==> src/rtl/text_pkg.sv <==
// Shared types and default geometry for the text-mode renderer.
package text_pkg;

  localparam int DEF_H_CHARS      = 80;
  localparam int DEF_V_CHARS      = 30;
  localparam int DEF_GLYPH_W      = 8;
  localparam int DEF_GLYPH_H      = 16;
  localparam int DEF_BLINK_FRAMES = 30;

  // Layout of one 16-bit character cell inside a VRAM word half.
  localparam int CHAR_W        = 16;
  localparam int ATTR_INV_BIT  = 15;
  localparam int ATTR_CODE_LSB = 8;
  localparam int ATTR_FG_LSB   = 4;
  localparam int ATTR_BG_LSB   = 0;

  typedef struct packed {
    logic [3:0] r;
    logic [3:0] g;
    logic [3:0] b;
  } rgb444_t;

  typedef struct packed {
    logic       invert;
    logic [6:0] code;
    logic [3:0] fg;
    logic [3:0] bg;
  } char_attr_t;

  function automatic char_attr_t unpack_char(input logic [CHAR_W-1:0] w);
    char_attr_t a;
    a.invert = w[ATTR_INV_BIT];
    a.code   = w[ATTR_CODE_LSB +: 7];
    a.fg     = w[ATTR_FG_LSB +: 4];
    a.bg     = w[ATTR_BG_LSB +: 4];
    return a;
  endfunction

endpackage

==> src/rtl/text_palette.sv <==
// 16-entry RGB444 palette: one synchronous write port, two combinational read ports.
module text_palette
  import text_pkg::*;
(
  input  logic       clk,
  input  logic       reset,
  input  logic       we,
  input  logic [3:0] widx,
  input  rgb444_t    wdata,
  input  logic [3:0] fg_idx,
  input  logic [3:0] bg_idx,
  output rgb444_t    fg_rgb,
  output rgb444_t    bg_rgb
);

  rgb444_t pal_r [16];

  // Palette storage; a write becomes visible to readers on the following cycle.
  always_ff @(posedge clk or posedge reset) begin
    if (reset) begin
      for (int i = 0; i < 16; i++) pal_r[i] <= '0;
    end else if (we) begin
      pal_r[widx] <= wdata;
    end
  end

  assign fg_rgb = pal_r[fg_idx];
  assign bg_rgb = pal_r[bg_idx];

endmodule

==> src/rtl/text_pixel_pipeline.sv <==
// Text-mode renderer: pixel position -> VRAM cell -> font row -> palette colour,
// three registered stages with sync/blank delayed to match.
module text_pixel_pipeline
  import text_pkg::*;
#(
  parameter int H_CHARS      = DEF_H_CHARS,
  parameter int V_CHARS      = DEF_V_CHARS,
  parameter int GLYPH_W      = DEF_GLYPH_W,
  parameter int GLYPH_H      = DEF_GLYPH_H,
  parameter int BLINK_FRAMES = DEF_BLINK_FRAMES,
  parameter int VRAM_AW      = $clog2(H_CHARS*V_CHARS/2),
  parameter int FONT_AW      = $clog2(128*GLYPH_H)
) (
  input  logic               clk,
  input  logic               reset,
  input  logic [9:0]         drawX,
  input  logic [9:0]         drawY,
  input  logic               vde,
  input  logic               hsync,
  input  logic               vsync,
  output logic [VRAM_AW-1:0] vram_addr,
  input  logic [31:0]        vram_rdata,
  output logic [FONT_AW-1:0] font_addr,
  input  logic [GLYPH_W-1:0] font_data,
  input  logic               pal_we,
  input  logic [3:0]         pal_idx,
  input  logic [11:0]        pal_wdata,
  input  logic               cursor_en,
  input  logic [6:0]         cursor_col,
  input  logic [4:0]         cursor_row,
  output logic [3:0]         red,
  output logic [3:0]         green,
  output logic [3:0]         blue,
  output logic               hsync_o,
  output logic               vsync_o,
  output logic               vde_o
);

  localparam int XW   = $clog2(GLYPH_W);
  localparam int YW   = $clog2(GLYPH_H);
  localparam int IW   = VRAM_AW + 1;
  localparam int FC_W = $clog2(BLINK_FRAMES + 1);

  logic [9:0]      col_s, row_s;
  logic [IW-1:0]   idx_s;
  logic            active_s, cursor_hit_s;
  char_attr_t      attr_s;
  logic            pix_bit_s, pixel_on_s;
  rgb444_t         fg_rgb_s, bg_rgb_s, colour_s;

  logic            vsync_prev_r, blink_phase_r;
  logic [FC_W-1:0] frame_cnt_r;

  logic            half0_r, cur0_r, act0_r;
  logic [XW-1:0]   xoff0_r;
  logic [YW-1:0]   yoff0_r;
  logic [2:0]      sync0_r;

  logic            inv1_r, cur1_r, act1_r;
  logic [3:0]      fg1_r, bg1_r;
  logic [XW-1:0]   xoff1_r;
  logic [FONT_AW-1:0] font_addr_r;
  logic [2:0]      sync1_r;

  rgb444_t         rgb_r;
  logic [2:0]      sync2_r;

  assign col_s        = drawX / 10'(GLYPH_W);
  assign row_s        = drawY / 10'(GLYPH_H);
  assign idx_s        = IW'(16'(row_s) * 16'(H_CHARS) + 16'(col_s));
  assign vram_addr    = idx_s[IW-1:1];
  assign active_s     = vde && (drawX < 10'(H_CHARS*GLYPH_W)) && (drawY < 10'(V_CHARS*GLYPH_H));
  assign cursor_hit_s = cursor_en && (col_s == 10'(cursor_col)) && (row_s == 10'(cursor_row))
                        && blink_phase_r;

  // Frame counter advances once per vsync rising edge, toggling the blink phase on wrap.
  always_ff @(posedge clk or posedge reset) begin
    if (reset) begin
      vsync_prev_r  <= 1'b0;
      frame_cnt_r   <= '0;
      blink_phase_r <= 1'b0;
    end else begin
      vsync_prev_r <= vsync;
      if (vsync && !vsync_prev_r) begin
        if (frame_cnt_r == FC_W'(BLINK_FRAMES - 1)) begin
          frame_cnt_r   <= '0;
          blink_phase_r <= ~blink_phase_r;
        end else begin
          frame_cnt_r <= frame_cnt_r + FC_W'(1);
        end
      end
    end
  end

  // Stage 0: capture in-cell offsets and per-pixel flags while VRAM is read.
  always_ff @(posedge clk or posedge reset) begin
    if (reset) begin
      half0_r <= 1'b0;
      xoff0_r <= '0;
      yoff0_r <= '0;
      cur0_r  <= 1'b0;
      act0_r  <= 1'b0;
      sync0_r <= '0;
    end else begin
      half0_r <= idx_s[0];
      xoff0_r <= XW'(drawX % 10'(GLYPH_W));
      yoff0_r <= YW'(drawY % 10'(GLYPH_H));
      cur0_r  <= cursor_hit_s;
      act0_r  <= active_s;
      sync0_r <= {hsync, vsync, vde};
    end
  end

  assign attr_s = unpack_char(half0_r ? vram_rdata[2*CHAR_W-1:CHAR_W] : vram_rdata[CHAR_W-1:0]);

  // Stage 1: pick the character half-word and form the glyph-row address.
  always_ff @(posedge clk or posedge reset) begin
    if (reset) begin
      font_addr_r <= '0;
      inv1_r      <= 1'b0;
      fg1_r       <= '0;
      bg1_r       <= '0;
      xoff1_r     <= '0;
      cur1_r      <= 1'b0;
      act1_r      <= 1'b0;
      sync1_r     <= '0;
    end else begin
      font_addr_r <= FONT_AW'(attr_s.code) * FONT_AW'(GLYPH_H) + FONT_AW'(yoff0_r);
      inv1_r      <= attr_s.invert;
      fg1_r       <= attr_s.fg;
      bg1_r       <= attr_s.bg;
      xoff1_r     <= xoff0_r;
      cur1_r      <= cur0_r;
      act1_r      <= act0_r;
      sync1_r     <= sync0_r;
    end
  end

  assign font_addr = font_addr_r;

  text_palette u_palette (
    .clk    (clk),
    .reset  (reset),
    .we     (pal_we),
    .widx   (pal_idx),
    .wdata  (rgb444_t'(pal_wdata)),
    .fg_idx (fg1_r),
    .bg_idx (bg1_r),
    .fg_rgb (fg_rgb_s),
    .bg_rgb (bg_rgb_s)
  );

  assign pix_bit_s  = font_data[XW'(GLYPH_W - 1) - xoff1_r];
  assign pixel_on_s = pix_bit_s ^ inv1_r ^ cur1_r;

  // Stage 2 colour select; blanking forces black.
  always_comb begin
    colour_s = '0;
    if (!act1_r) begin
      colour_s = '0;
    end else if (pixel_on_s) begin
      colour_s = fg_rgb_s;
    end else begin
      colour_s = bg_rgb_s;
    end
  end

  // Stage 2: register the final pixel and the matching timing signals.
  always_ff @(posedge clk or posedge reset) begin
    if (reset) begin
      rgb_r   <= '0;
      sync2_r <= '0;
    end else begin
      rgb_r   <= colour_s;
      sync2_r <= sync1_r;
    end
  end

  assign red                       = rgb_r.r;
  assign green                     = rgb_r.g;
  assign blue                      = rgb_r.b;
  assign {hsync_o, vsync_o, vde_o} = sync2_r;

endmodule
==> config.mk <==
export PLATFORM = sky130hd
export DESIGN_NAME = text_pixel_pipeline
export DESIGN_NICKNAME = d
export VERILOG_FILES = /design/src/rtl/text_pkg.sv /design/src/rtl/text_palette.sv /design/src/rtl/text_pixel_pipeline.sv
export SDC_FILE = /design/constraint.sdc
export NUM_CORES = 1
export LEC_CHECK = 0
export CAP_MARGIN = 20
export CORE_UTILIZATION = 39
export DETAILED_ROUTE_END_ITERATION = 16
export PLACE_DENSITY_LB_ADDON = 0.12
export SLEW_MARGIN = 20
export SYNTH_ARGS = -nofsm -noshare
export SYNTH_HDL_FRONTEND = slang
export SYNTH_SLANG_ARGS = --single-unit
==> constraint.sdc <==
create_clock -name clk -period 16.79 [get_ports clk]
set_input_delay 1.679 -clock clk [delete_from_list [all_inputs] [get_ports clk]]
set_output_delay 1.679 -clock clk [all_outputs]
set_load 0.005 [all_outputs]
==> flow_metrics.env, run 1 <==
export IMPL_outcome="finished clean"
export IMPL_syn_avg_cell_area_um2=15.28
export IMPL_n_fill_cell=2815
export IMPL_antenna_found_initial=0
export IMPL_synth_flop_cell="dfrtp_1"
export IMPL_drtIter0Drc=560
export IMPL_end_kind="output port"
export IMPL_final_layout_size_suffix_gt1_share_pct=40.12
export IMPL_hold_start="sync1_r[2]"
export IMPL_combPwrFrac_pct=20.7
export IMPL_root_buffer="clkbuf_16"
export IMPL_synth_area_leaders="dfrtp_1, mux2_2, mux4_2, a22oi_1, ha_1"
export IMPL_dp_cells=1312
export IMPL_p_sw_w=0.0004917
export IMPL_grt_pass1_vias=8541
export IMPL_worst_slack_ns=10.64
export IMPL_num_vias=7948
export IMPL_synth_top_area_share_pct=50.24
export IMPL_yosysWarnings=0
export IMPL_p_int_w=0.001405
export IMPL_holdBufCountCts=0
export IMPL_synth_area_um2=12650
export IMPL_reg2reg_from="xoff1_r[1]"
export IMPL_start_util_pct=39.89
export IMPL_ios=132
export IMPL_cts_max_level=1
export IMPL_finClkSkew_ns=0.01736
export IMPL_hold_viol=0
export IMPL_clk_latency_ns=0.56
export IMPL_port_buffers=131
export IMPL_crit_slowest_cell="clkdlybuf4s50_1"
export IMPL_die_area_um2=33170
export IMPL_cts_resized=0
export IMPL_path_cells="clkdlybuf4s50_1 > ha_1 > ha_1 > fa_1 > xnor2_1 > nor3_1 > nand2_1 > xnor2_1 > clkdlybuf4s50_1"
export IMPL_power_leakage_nw=6.377
export IMPL_worstSetupPathType="in2out"
export IMPL_ys_types=38
export IMPL_period_share_pct=36.61
export IMPL_slew_violations=0
export IMPL_yosysTopAreaCell="dfrtp_1"
export IMPL_critPathLaunchType="input pin"
export IMPL_tns_ns=0
export IMPL_clockBufferDepth=3
export IMPL_rows=65
export IMPL_fin_total_pwr_w=0.001896
export IMPL_first_pass_iters=4
export IMPL_grt_first_pass_wirelength_um=52900
export IMPL_core_area_um2=31720
export IMPL_routed_wl_um=33890
export IMPL_grt_max_degree=101
export IMPL_async_reset_ff_share_pct=100.0
export IMPL_clkPwrFrac_pct=35.8
export IMPL_ys_ff_latch=254
export IMPL_p_sw_share_pct=25.93
export IMPL_clk_pin_slew_ns=0.06
export IMPL_finalWorstPathRequiredPeriod_ns=6.146
export IMPL_cts_num_sinks=254
export IMPL_die_w_um=182.1
export IMPL_synth_edf_count=0
export IMPL_crit_arrival_ns=4.47
export IMPL_pwr_density_cell_nw_per_um2=123.3
export IMPL_slew_headroom_pct=23.74
export IMPL_hpwl_um=19550
export IMPL_fmax_mhz=162.7
export IMPL_cts_setup_buffers=0
export IMPL_final_cell_mix="dfrtp_1, mux2_2, clkdlybuf4s50_1"
export IMPL_postSynthCellCount=828
export IMPL_vias_per_cell=5.806
export IMPL_post_place_ws_ns=10.64
export IMPL_path_max_fanout=5
export IMPL_final_antenna_net_count=0
export IMPL_ys_seq_area_share_pct=50.24
export IMPL_wire_per_inst_um=24.76
export IMPL_min_path_type="reg2reg"
export IMPL_crit_start="drawY[5]"
export IMPL_crit_buf_inv=2
export IMPL_max_cap_violations=0
export IMPL_num_antenna_cells=0
export IMPL_cts_made_buffers=30
export IMPL_critPathMaxStageDelay_ns=0.62
export IMPL_rsz0062_at_grt="false"
export IMPL_final_util_pct=48.47
export IMPL_die_y_um=182.1
export IMPL_final_nets=1054
export IMPL_fin_cells=1369
export IMPL_setup_viol=0
export IMPL_p_seq_share_pct=43.6
export IMPL_syn_num_nets=938
export IMPL_grt_usage_pct=21.36
export IMPL_synthToLayoutAreaGrowth_pct=21.52
export IMPL_required_ns=15.11
export IMPL_grt_overflow=0
export IMPL_drcViolationCount=0
export IMPL_place_gp_congestion=0.7588
export IMPL_peakVddDrop_mv=0.07728
export IMPL_cpLargestDelayFamily="buffers and inverters"
export IMPL_tightest_slew_ns=1.140
export IMPL_cts_tree="built"
export IMPL_layout_commonest_cell="dfrtp_1"
==> flip-flops by register name, summed over array words and instances, names as in the netlist, 3 cells and up <==
| signal | cells |
|---|---|
| blue | 4 |
| yoff0_r | 4 |
| xoff0_r | 3 |
| sync1_r | 3 |
| font_addr | 11 |
| green | 4 |
| bg1_r | 4 |
| u_palette.pal_r | 192 |
| sync2_r | 3 |
| fg1_r | 4 |
| sync0_r | 3 |
| red | 4 |
| xoff1_r | 3 |
| frame_cnt_r | 5 |
==> final timing paths <==
check | to | slack [ns] | cells after the start
max reg2reg | red[1] | 14.28 | 5
min in group asynchronous | sync2_r[0] | 1.63 | 2
max | vram_addr[10] | 10.64 | 9
min | sync2_r[2] | 0.33 | 0
max in group asynchronous | fg1_r[0] | 13.93 | 3
min reg2reg | sync2_r[2] | 0.33 | 0
==> power groups by stage <==
stage	clock network, W	registers, W	logic (W)
final	0.000678	0.000826	0.000392
after global routing	0.000726	0.000844	0.000425
after CTS	0.000697	0.000828	0.000392
after detailed placement	0	0.000837	0.000391
after global placement	0	0.000835	0.000384
after floorplan	0	0.000800	0.000302
==> synthesized netlist by cell type (5+ instances only) <==
cell,count
dfrtp_1,254
clkbuf_1,25
mux2_2,208
ha_1,13
buf_6,5
a21oi_1,5
a22o_1,12
nor2_1,13
buf_4,6
nand2_1,32
xnor2_1,16
buf_2,26
nor2b_1,7
a22oi_1,48
mux4_2,97
xor2_1,7
o21ai_0,7
==> layer usage <==
| layer | global-route usage [%] | vias to the layer above | share of wire [%] | routed length [um] |
|---|---|---|---|---|
| met5 | 0 | - | 0 | 0 |
| met4 | 5.613 | 0 | 2.3 | 772 |
| met3 | 4.849 | 50 | 7.4 | 2502 |
| met2 | 32.21 | 315 | 44 | 15060 |
| met1 | 31.08 | 4171 | 46 | 15560 |
| li1 | - | 3412 | - | - |
==> final cells by class <==
cell class / count / area, um^2 / area share (%)
Inverter: 2 / 15.01 / 0.09766
Multi-Input combinational cell: 508 / 5973 / 38.85
Sequential cell: 254 / 6364 / 41.39
Timing Repair Buffer: 148 / 1475 / 9.595
Clock inverter: 14 / 151.4 / 0.9847
Tap cell: 402 / 503.0 / 3.271
Clock buffer: 41 / 893.4 / 5.811
==> stage by stage <==
| stage | cell area, um^2 | hold slack (ns) |
|---|---|---|
| after CTS | 15320 | 0.3411 |
| after detailed placement | 14280 | 0.3347 |
| after global routing | 15370 | 0.3508 |
| final | 15370 | 0.3313 |
| after global placement | 14280 | 0.3334 |
| after floorplan | 12650 | 0.3312 |
==> worst register-to-register path: cells and delay by family, from the launching register on <==
family | cells | cell delay (ns)
AOI/OAI and AO/OA | 1 | 0.37
and+or+nand+nor | 1 | 0.79
muxes | 2 | 0.65
DFF | 1 | 0.45
xor gates and xnor gates | 1 | 0.17
==> logic make-up (layout without fill, tap and decap cells) <==
group	after synthesis	after routing	share of synthesized area, %
simple gates	83	83	3.273
mux	309	309	36.10
flops	254	254	50.24
xor+xnor	23	23	1.592
compound gates	78	78	4.510
fa+ha+maj	15	15	1.602
buf+inv	66	205	2.690
No activity file was read; power rests on OpenSTA's default activity.
==> run 2: changes to the inputs <==
clock period = 5.5 ns   (was 16.79 ns; I/O delays follow)
==> flow_metrics.env, run 2 (same netlist as run 1, synthesis figures left out) <==
export IMPL_port_buffers=131
export IMPL_largest_reg_flops=192
export IMPL_tightest_slew_ns=1.177
export IMPL_grt_max_degree=68
export IMPL_cts_max_level=1
export IMPL_wire_per_inst_um=24.51
export IMPL_rsz0062_at_grt="false"
export IMPL_worst_slack_ns=1.635
export IMPL_layout_commonest_cell="dfrtp_1"
export IMPL_num_vias=7879
export IMPL_place_gp_congestion=0.7525
export IMPL_start_util_pct=39.89
export IMPL_clk_latency_ns=0.54
export IMPL_outcome="finished clean"
export IMPL_critPathLaunchType="input pin"
export IMPL_pwr_density_cell_nw_per_um2=371.3
export IMPL_final_nets=1054
export IMPL_drcViolationCount=0
export IMPL_clk_pin_slew_ns=0.06
export IMPL_grt_first_pass_wirelength_um=51910
export IMPL_final_antenna_net_count=0
export IMPL_drtIter0Drc=471
export IMPL_cts_resized=0
export IMPL_cts_tree="built"
export IMPL_first_pass_iters=5
export IMPL_die_y_um=182.1
export IMPL_min_path_type="in2async"
export IMPL_path_max_fanout=5
export IMPL_rrSetupSlack_ns=2.67
export IMPL_synthToLayoutAreaGrowth_pct=20.90
export IMPL_cts_num_sinks=254
export IMPL_die_area_um2=33170
export IMPL_crit_slowest_cell="clkdlybuf4s50_1"
export IMPL_max_cap_violations=0
export IMPL_final_layout_size_suffix_gt1_share_pct=39.86
export IMPL_core_area_um2=31720
export IMPL_rows=65
export IMPL_clockBufferDepth=3
export IMPL_root_buffer="clkbuf_16"
export IMPL_cts_made_buffers=30
export IMPL_post_place_ws_ns=1.610
export IMPL_peakVddDrop_mv=0.2298
export IMPL_num_antenna_cells=0
export IMPL_finalWorstPathRequiredPeriod_ns=3.865
export IMPL_regMostFlops="u_palette.pal_r"
export IMPL_setup_viol=0
export IMPL_die_w_um=182.1
export IMPL_final_cell_mix="dfrtp_1, mux2_2, clkdlybuf4s50_1"
export IMPL_vias_per_cell=5.760
export IMPL_power_leakage_nw=6.334
export IMPL_holdBufCountCts=0
export IMPL_grt_usage_pct=20.97
export IMPL_period_share_pct=70.27
export IMPL_finClkSkew_ns=0.006572
export IMPL_cts_setup_buffers=0
export IMPL_grt_pass1_vias=8231
export IMPL_hold_viol=0
export IMPL_required_ns=4.95
export IMPL_ios=132
export IMPL_crit_arrival_ns=3.32
export IMPL_worstSetupPathType="in2out"
export IMPL_hpwl_um=20300
export IMPL_cpLargestDelayFamily="buffers and inverters"
export IMPL_grt_overflow=0
export IMPL_critPathMaxStageDelay_ns=0.60
export IMPL_fin_total_pwr_w=0.005679
export IMPL_tns_ns=0
export IMPL_routed_wl_um=33520
export IMPL_end_kind="output port"
export IMPL_slew_headroom_pct=21.54
export IMPL_slew_violations=0
export IMPL_crit_buf_inv=2
export IMPL_fmax_mhz=258.7
export IMPL_antenna_found_initial=0
export IMPL_path_cells="clkdlybuf4s50_1 > ha_1 > ha_1 > fa_1 > xnor2_1 > nor3_1 > nand2_1 > xnor2_1 > clkdlybuf4s50_1"
[run 2: worst paths after layout]
check / from / end / cells after the start
max in group asynchronous: reset / u_palette.pal_r[22] / 3
min: reset / yoff0_r[3] / 2
max reg2reg: bg1_r[1] / green[0] / 5
max: drawY[5] / vram_addr[10] / 9
min in group clk: yoff0_r[0] / font_addr[0] / 0
min reg2reg: yoff0_r[0] / font_addr[0] / 0
[run 2: power by group]
group	switching, W	internal, W
clock network	0.000779	0.00119
logic	0.000397	0.000772
registers	0.000301	0.00224
[run 2: cell type report]
cell class                      instances  area, um^2
Fill cell                            2772       16420
Sequential cell                       254        6364
Multi-Input combinational cell        508        5973
Timing Repair Buffer                  148        1451
Clock buffer                           44       914.6
Tap cell                              402       503.0
Clock inverter                         10       78.83
Inverter                                2       11.26
[run 2: metrics by stage]
stage | area, um^2 | utilization [%] | cells | hold WS (ns)
global placement | 14280 | 45.03 | 1313 | 0.3323
finish | 15300 | 48.22 | 1368 | 0.3311
global route | 15300 | 48.22 | 1368 | 0.3431
floorplan | 12660 | - | 828 | 0.3312
detailed placement | 14280 | 45.03 | 1313 | 0.3363
CTS | 15280 | 48.16 | 1367 | 0.3184
[run 2: per-layer routing]
metal,share of wire [%],global-route usage [%],vias to the layer above,wire [um]
li1,-,-,3409,-
met1,46,31.33,4149,15530
met2,45,31.45,270,15030
met3,6.7,4.071,51,2251
met4,2.1,5.008,0,710
met5,0,0,-,0
